**config.mk**
```make
export PLATFORM = sky130hd
export DESIGN_NAME = hazard_controller
export DESIGN_NICKNAME = d
export VERILOG_FILES = /design/src/rtl/hazard_controller_pkg.sv /design/src/rtl/hazard_controller_fwd_select.sv /design/src/rtl/hazard_controller.sv
export SDC_FILE = /design/constraint.sdc
export NUM_CORES = 1
export LEC_CHECK = 0
export ABC_CLOCK_PERIOD_IN_PS = 1920
export CORE_UTILIZATION = 43
export DETAILED_ROUTE_END_ITERATION = 12
export GPL_ROUTABILITY_DRIVEN = 0
export MAX_ROUTING_LAYER = met4
export PLACE_DENSITY = 0.85
export SYNTH_ARGS = -nofsm -noshare
export SYNTH_HDL_FRONTEND = slang
export SYNTH_HIERARCHICAL = 1
export SYNTH_SLANG_ARGS = --single-unit
```
**constraint.sdc**
```tcl
create_clock -name clk -period 1.92 [get_ports clk]
set_clock_uncertainty 0.2 [all_clocks]
set_input_delay 0.288 -clock clk [delete_from_list [all_inputs] [get_ports clk]]
set_output_delay 0.288 -clock clk [all_outputs]
set_load 0.02 [all_outputs]
```
**src/rtl/hazard_controller_pkg.sv**
```systemverilog
// Shared types for the hazard unit: forward-select encoding and FSM states.
package hazard_controller_pkg;

    localparam int unsigned REG_W = 5;

    // Operand source chosen by the EX-stage forwarding muxes.
    typedef enum logic [1:0] {
        FWD_EX  = 2'd0,
        FWD_MEM = 2'd1,
        FWD_WB  = 2'd2
    } fwd_t;

    typedef enum logic {
        HZ_RUN      = 1'b0,
        HZ_MEM_WAIT = 1'b1
    } hz_state_t;

endpackage

```
**src/rtl/hazard_controller_fwd_select.sv**
```systemverilog
// Single-operand forward selector: MEM result wins over WB result.
// Ports:
//   rs   - source register of the EX operand
//   rd_m - MEM destination, wm - MEM result is forwardable
//   rd_w - WB destination,  ww - WB result is forwardable
//   sel  - chosen operand source
module fwd_select
    import hazard_controller_pkg::*;
(
    input  logic [REG_W-1:0] rs,
    input  logic [REG_W-1:0] rd_m,
    input  logic             wm,
    input  logic [REG_W-1:0] rd_w,
    input  logic             ww,
    output fwd_t             sel
);

    always_comb begin
        sel = FWD_EX;
        if (wm && (rd_m == rs)) begin
            sel = FWD_MEM;
        end else if (ww && (rd_w == rs)) begin
            sel = FWD_WB;
        end
    end

endmodule

```
**src/rtl/hazard_controller.sv**
```systemverilog
// Pipeline hazard unit for the 5-stage core: operand forwarding, load-use
// bubble, freeze on variable-latency loads, branch flush, saturating
// stall/flush counters and a sticky memory-wait watchdog.
// Ports:
//   clk, rst_n                 - clock, async active-low reset
//   rs_d / rs_e                - source registers in D / EX
//   rd_e, regwrite_e, memread_e, rd_m, regwrite_m, memread_m,
//   rd_w, regwrite_w           - destination info per stage
//   dmem_valid                 - load data returned this cycle
//   branch_taken_e             - EX redirects the PC
//   fwd_sel, fwd_any           - forward selects (combinational)
//   stall_*, flush_*           - stage register controls (combinational)
//   mem_wait, mem_timeout      - registered status
//   stall_cnt, flush_cnt       - saturating performance counters
module hazard_controller
    import hazard_controller_pkg::*;
#(
    parameter int unsigned NUM_RS  = 2,
    parameter int unsigned TIMEOUT = 255,
    parameter int unsigned CNT_W   = 32
) (
    input  logic                         clk,
    input  logic                         rst_n,
    input  logic [NUM_RS-1:0][REG_W-1:0] rs_d,
    input  logic [NUM_RS-1:0][REG_W-1:0] rs_e,
    input  logic [REG_W-1:0]             rd_e,
    input  logic                         regwrite_e,
    input  logic                         memread_e,
    input  logic [REG_W-1:0]             rd_m,
    input  logic                         regwrite_m,
    input  logic                         memread_m,
    input  logic [REG_W-1:0]             rd_w,
    input  logic                         regwrite_w,
    input  logic                         dmem_valid,
    input  logic                         branch_taken_e,
    output fwd_t [NUM_RS-1:0]            fwd_sel,
    output logic                         fwd_any,
    output logic                         stall_f,
    output logic                         stall_d,
    output logic                         stall_e,
    output logic                         stall_m,
    output logic                         flush_d,
    output logic                         flush_e,
    output logic                         flush_w,
    output logic                         mem_wait,
    output logic                         mem_timeout,
    output logic [CNT_W-1:0]             stall_cnt,
    output logic [CNT_W-1:0]             flush_cnt
);

    localparam int unsigned WCNT_W = $clog2(TIMEOUT + 1);

    hz_state_t         state, state_next;
    logic [WCNT_W-1:0] wait_cnt, wait_inc;
    logic              wm, ww, lu;
    logic              branch_fire;

    // A load in MEM has no data yet, so it is never a forwarding source.
    assign wm = regwrite_m && (rd_m != '0) && !memread_m;
    assign ww = regwrite_w && (rd_w != '0);

    for (genvar i = 0; i < NUM_RS; i++) begin : g_fwd
        fwd_select u_fwd_select (
            .rs   (rs_e[i]),
            .rd_m (rd_m),
            .wm   (wm),
            .rd_w (rd_w),
            .ww   (ww),
            .sel  (fwd_sel[i])
        );
    end

    // Any operand taking a bypassed value.
    always_comb begin
        fwd_any = 1'b0;
        for (int i = 0; i < NUM_RS; i++) begin
            if (fwd_sel[i] != FWD_EX) fwd_any = 1'b1;
        end
    end

    // Load in EX feeding an operand of the instruction in D.
    always_comb begin
        lu = 1'b0;
        if (regwrite_e && memread_e && (rd_e != '0)) begin
            for (int i = 0; i < NUM_RS; i++) begin
                if (rd_e == rs_d[i]) lu = 1'b1;
            end
        end
    end

    // Watchdog count for the current MEM_WAIT cycle, holding at TIMEOUT.
    assign wait_inc = (wait_cnt == WCNT_W'(TIMEOUT)) ? wait_cnt
                                                      : wait_cnt + WCNT_W'(1);

    // Next state and stage controls. Freeze wins over branch, branch over load-use.
    always_comb begin
        state_next  = state;
        stall_f     = 1'b0;
        stall_d     = 1'b0;
        stall_e     = 1'b0;
        stall_m     = 1'b0;
        flush_d     = 1'b0;
        flush_e     = 1'b0;
        flush_w     = 1'b0;
        branch_fire = 1'b0;
        unique case (state)
            HZ_RUN: begin
                if (memread_m && !dmem_valid) begin
                    state_next = HZ_MEM_WAIT;
                    stall_f    = 1'b1;
                    stall_d    = 1'b1;
                    stall_e    = 1'b1;
                    stall_m    = 1'b1;
                    flush_w    = 1'b1;
                end else if (branch_taken_e) begin
                    flush_d     = 1'b1;
                    flush_e     = 1'b1;
                    branch_fire = 1'b1;
                end else if (lu) begin
                    stall_f = 1'b1;
                    stall_d = 1'b1;
                    flush_e = 1'b1;
                end
            end
            HZ_MEM_WAIT: begin
                // Data-return cycle is still frozen; the load lands in WB next edge.
                stall_f = 1'b1;
                stall_d = 1'b1;
                stall_e = 1'b1;
                stall_m = 1'b1;
                flush_w = 1'b1;
                if (dmem_valid) state_next = HZ_RUN;
            end
            default: state_next = HZ_RUN;
        endcase
    end

    // State, status flags, watchdog and performance counters.
    always_ff @(posedge clk or negedge rst_n) begin
        if (!rst_n) begin
            state       <= HZ_RUN;
            mem_wait    <= 1'b0;
            mem_timeout <= 1'b0;
            wait_cnt    <= '0;
            stall_cnt   <= '0;
            flush_cnt   <= '0;
        end else begin
            state    <= state_next;
            mem_wait <= (state_next == HZ_MEM_WAIT);
            if (state == HZ_MEM_WAIT) begin
                if (wait_inc == WCNT_W'(TIMEOUT)) mem_timeout <= 1'b1;
                wait_cnt <= dmem_valid ? '0 : wait_inc;
            end else begin
                wait_cnt <= '0;
            end
            if (stall_f && (stall_cnt != '1)) stall_cnt <= stall_cnt + CNT_W'(1);
            if (branch_fire && (flush_cnt != '1)) flush_cnt <= flush_cnt + CNT_W'(1);
        end
    end

endmodule

```
# After elaboration in Yosys (flattened, before gate mapping)
# Index checks and enable logic that the tools add are counted.
# Widths: inputs -> output; s select.
[totals]
word_cells = 65
reg_bits = 74
input_bits = 44
[classes]
n_eq_ne = 10
n_addsub = 3
muxes = 26
reduce_logical = 20
n_bitwise = 1
[ops]
columns = ["op", "n"]
rows = [
  ["$add 32x1->32 const B", 2],
  ["$ne 32x32->1 const B", 2],
  ["$eq 5x5->1", 6],
  ["$mux 8", 3],
  ["$eq 8x8->1 const B", 2],
  ["$mux 1", 16],
  ["$reduce_bool 5->1", 3],
  ["$logic_and 1x1->1", 12],
  ["$add 8x1->8 const B", 1],
  ["$mux 2", 4],
  ["$pmux 1 s2", 3],
  ["$reduce_bool 2->1", 2],
  ["$logic_not 1->1", 2],
  ["$reduce_and 2->1", 1],
  ["$not 1->1", 1],
]

# Logic depth before layout (Yosys ltp)
[depth]
ltp_word = 9
depth_mapped = 9
depth_no_buf = 8

# Modules after synthesis
# Netlist, hierarchy kept.
[modules_own_cells]
columns = ["mod", "instances", "area_per_inst_um2", "cells_each"]
rows = [
  ["hazard_controller", 1, 3763.6, 344],
  ["fwd_select", 2, 125.1, 15],
]

# Least setup slack after synthesis
# No wires, ideal clock.
[synth_timing]
path_kind = "input to output"
start = "input port rd_m[0]"
end = "output port fwd_any"
required_ns = 1.432
n_path_buf = 0
arrival_ns = 1.902
path_slack_ns = -0.470
cell_stages = 5
path_cell_list = "or4_1 -> nor2_1 -> nor3b_1 -> a311oi_1 -> or4_1"
[synth_rtl]
columns = ["element", "line", "rtl"]
rows = [
  ["start, declared", "hazard_controller.sv:29", "input logic [REG_W-1:0] rd_m,"],
  ["end, declared", "hazard_controller.sv:37", "output logic fwd_any,"],
]

# Final worst setup path
[layout_timing]
start = "input port rd_m[3]"
end = "output port fwd_any"
[layout_between]
elab_chain_len = 8
word_cells_on_any_way = 13
classes_between = "2 x eq/ne; 4 x mux; 7 x reduce/logical"
[layout_rtl]
columns = ["element", "line", "rtl"]
rows = [
  ["$reduce_bool 5->1 *", "hazard_controller.sv:59", "assign wm = regwrite_m && (rd_m != '0) && !memread_m;"],
  ["$logic_and 1x1->1 * (2 in a row)", "hazard_controller.sv:59", ""],
  ["via wm", "hazard_controller.sv:55", "logic wm, ww, lu;"],
  ["$logic_and 1x1->1", "hazard_controller_fwd_select.sv:20", "if (wm && (rd_m == rs)) begin"],
  ["$mux 2", "hazard_controller_fwd_select.sv:20", ""],
  ["$reduce_bool 2->1", "hazard_controller.sv:77", "if (fwd_sel[i] != FWD_EX) fwd_any = 1'b1;"],
  ["$mux 1", "hazard_controller.sv:77", ""],
  ["$mux 1 *", "hazard_controller.sv:77", ""],
]
# Mark *: on every way through the listed nets, which the timed path passes. The rest lies on a longest branch.

==> results_dict.tcl <==
set metrics [dict create \
    critPathLaunch "rd_m[3]" \
    root_buffer "clkbuf_8" \
    hp-start "dmem_valid" \
    core-area_sq_um 8890 \
    syn_inst 374 \
    start_util_pct 45.1 \
    final.setup.tns_ns -10.79 \
    final_common_cell "buf_4" \
    die_area_sq_um 9720 \
    fp.dieH_um 98.6 \
    syn_area_per_cell_sq_um 10.7 \
    rsz0062_at_grt "true" \
    fin_ws_ns -0.501 \
    synth_edf_count 0 \
    cellPowerDensity_nw_per_um2 641 \
    finalWirelength_um 14800 \
    initialDrtViolationCount 169 \
    startpoint_type "input pin" \
    end_kind "primary output" \
    fp-row-count 34 \
    critical_path_arrival_ns 1.93 \
    drive_above_1_share_pct 55.0 \
    io_pins 122 \
    numCtsBuffers 9 \
    worst_pin_slew_ns 0.399 \
    io_buffer_count 121 \
    hold_path_class "input pin to register" \
    cts_tree "yes" \
    path_max_fanout 3 \
    fillCellCount 466 \
    worstReg2RegStart "stall_cnt[20]$_DFFE_PN0P_" \
    layout_min_cycle_time_ns 2.42 \
    crit_type "input pin to primary output" \
    netlist_area_sq_um 4010 \
    ys.flop_type "dfrtp_1" \
    fin_crit_sh_pct 126 \
    ant_nets 0 \
    slew_violations 0 \
    dp_hpwl_um 9070 \
    vias 4145 \
    p_leak_nw 3.97 \
    ys.warnings.count 6 \
    grt_pass1_vias 4329 \
    preCtsSetupSlack_ns -1.25 \
    slew_headroom_pct 73.4 \
    vias_per_cell 5.31 \
    synthesis.nets 421 \
    synth-seq-cells 74 \
    setup_viol_count_final 67 \
    die_x_um 98.6 \
    grt_overflow 0 \
    antenna_found_initial 0 \
    violations "negative setup slack" \
    cts.path.max_buffers 2 \
    cts_max_level 3 \
    clk_pin_slew_ns 0.07 \
    cap_violations 0 \
    required_ns 1.43 \
    grt_pass1_wl_um 21300 \
    drc 0 \
    wire_per_inst_um 19.0 \
    status "finished, violations left" \
    max_freq_mhz 413 \
    ys_types 53 \
    final_nets 715 \
    n_antenna_cell 0 \
    grt_usage_pct 28.8 \
    final_cell_mix "buf_4 (140), dlygate4sd2_1 (55), xnor2_1 (49)" \
    seq_area_frac_synth_pct 46.1 \
    clkLatencyLatePin_ns 0.35 \
    synthToLayoutAreaGrowth_pct 88.1 \
    clkSinkCount 74 \
    drt-pass1-iter-count 4 \
    finalHoldViolCount 0 \
    async_reset_ff_share_pct 100 \
    ir_drop_mv 0.583 \
    grt_max_degree 75 \
]
-- path summary, 6_finish.rpt --
kind                                        endpoint  slack [ns]  depth (start not counted)
max                                          fwd_any       -0.50                          7
min reg2reg                  mem_timeout$_DFFE_PN0P_        0.28                          2
max reg2reg                 stall_cnt[0]$_DFFE_PN0P_       -0.32                          9
min in group asynchronous  flush_cnt[22]$_DFFE_PN0P_        0.31                          3
max in group asynchronous  stall_cnt[25]$_DFFE_PN0P_        0.87                          3
min                                  state$_DFF_PN0_        0.18                          3
-- power breakdown --
part | switching [mW] | leakage [nW] | internal [mW]
clock network | 0.634 | 0.116 | 0.811
registers | 0.0859 | 0.965 | 1.71
logic | 0.830 | 2.89 | 0.773
-- Yosys cell counts (3+ instances only) --
library cell | n | area share (%)
a21oi_1 | 3 | 0.37
and2_1 | 5 | 0.78
and3_1 | 20 | 3.1
and4_1 | 6 | 1.3
buf_4 | 3 | 0.56
dfrtp_1 | 74 | 46
ha_1 | 3 | 0.94
inv_1 | 6 | 0.56
nand2_1 | 33 | 3.1
nand3_1 | 22 | 2.7
nand3_2 | 4 | 1.0
nand4_1 | 26 | 4.1
nor2_1 | 20 | 1.9
nor3_2 | 3 | 0.75
o21ai_0 | 4 | 0.50
or4_1 | 4 | 0.75
xnor2_1 | 66 | 14
xor2_1 | 28 | 6.1
-- routing by layer --
| metal | vias to the layer above | part of all wire (%) | track usage (%) |
|---|---|---|---|
| met1 | 2076 | 40 | 32.4 |
| met4 | 0 | 2.1 | 9.41 |
| met2 | 143 | 54 | 52.1 |
| met5 | - | 0 | - |
| li1 | 1900 | - | - |
| met3 | 26 | 4.6 | 4.68 |
-- timing repair --
item | in CTS | in global routing
buffers inserted | 15 | 31
hold buffers | 1 | 0
gates resized for setup | 251 | 109
setup endpoints to repair | 120 | 90
gates cloned | 2 | 0
hold endpoints to repair | 74 | 0
pin swaps | 104 | 76
-- critical path, cell delays in order --
cell,delay (ns)
buf_6,0.09
or4_4,0.53
nor2_4,0.11
nor3b_2,0.06
and3_4,0.17
or4_4,0.52
buf_6,0.14
-- registers in the layout, summed over array words and instances (netlist names) --
register	cells
flush_cnt	32
stall_cnt	32
wait_cnt	8
mem_timeout	1
state	1
-- through the flow --
step	instances	power [mW]	utilization [%]	hold slack [ns]	area, sq um
2_1_floorplan	374	2.48	-	-0.208	4260
3_3_place_gp	719	3.27	72.8	0.148	6470
3_5_place_dp	719	3.33	72.8	0.159	6470
4_1_cts	752	4.71	78.6	0.161	6990
5_1_grt	781	5.03	84.9	0.214	7550
6_report	781	4.84	84.9	0.181	7550
-- area by class of cell --
cell class / count / area [sq um] / area share [%]
clock inverter: 5 / 85.1 / 1.13
multi-input combinational: 286 / 2760 / 36.6
tap: 108 / 135 / 1.79
clock buffer: 11 / 151 / 2.01
sequential: 74 / 1890 / 25.0
timing repair buffer: 290 / 2500 / 33.1
inverter: 7 / 27.5 / 0.365
-- cells by family after synthesis --
| group | Yosys count | share of synthesized area, % |
|---|---|---|
| AOI/OAI and AO/OA | 23 | 5.39 |
| xor gates and xnor gates | 94 | 20.5 |
| adders and majority gates | 3 | 0.935 |
| buffers and inverters | 14 | 2.28 |
| DFF | 74 | 46.1 |
| muxes | 3 | 0.810 |
| and+or+nand+nor | 163 | 23.9 |
Note: power is estimated with default switching activity, not from simulation.
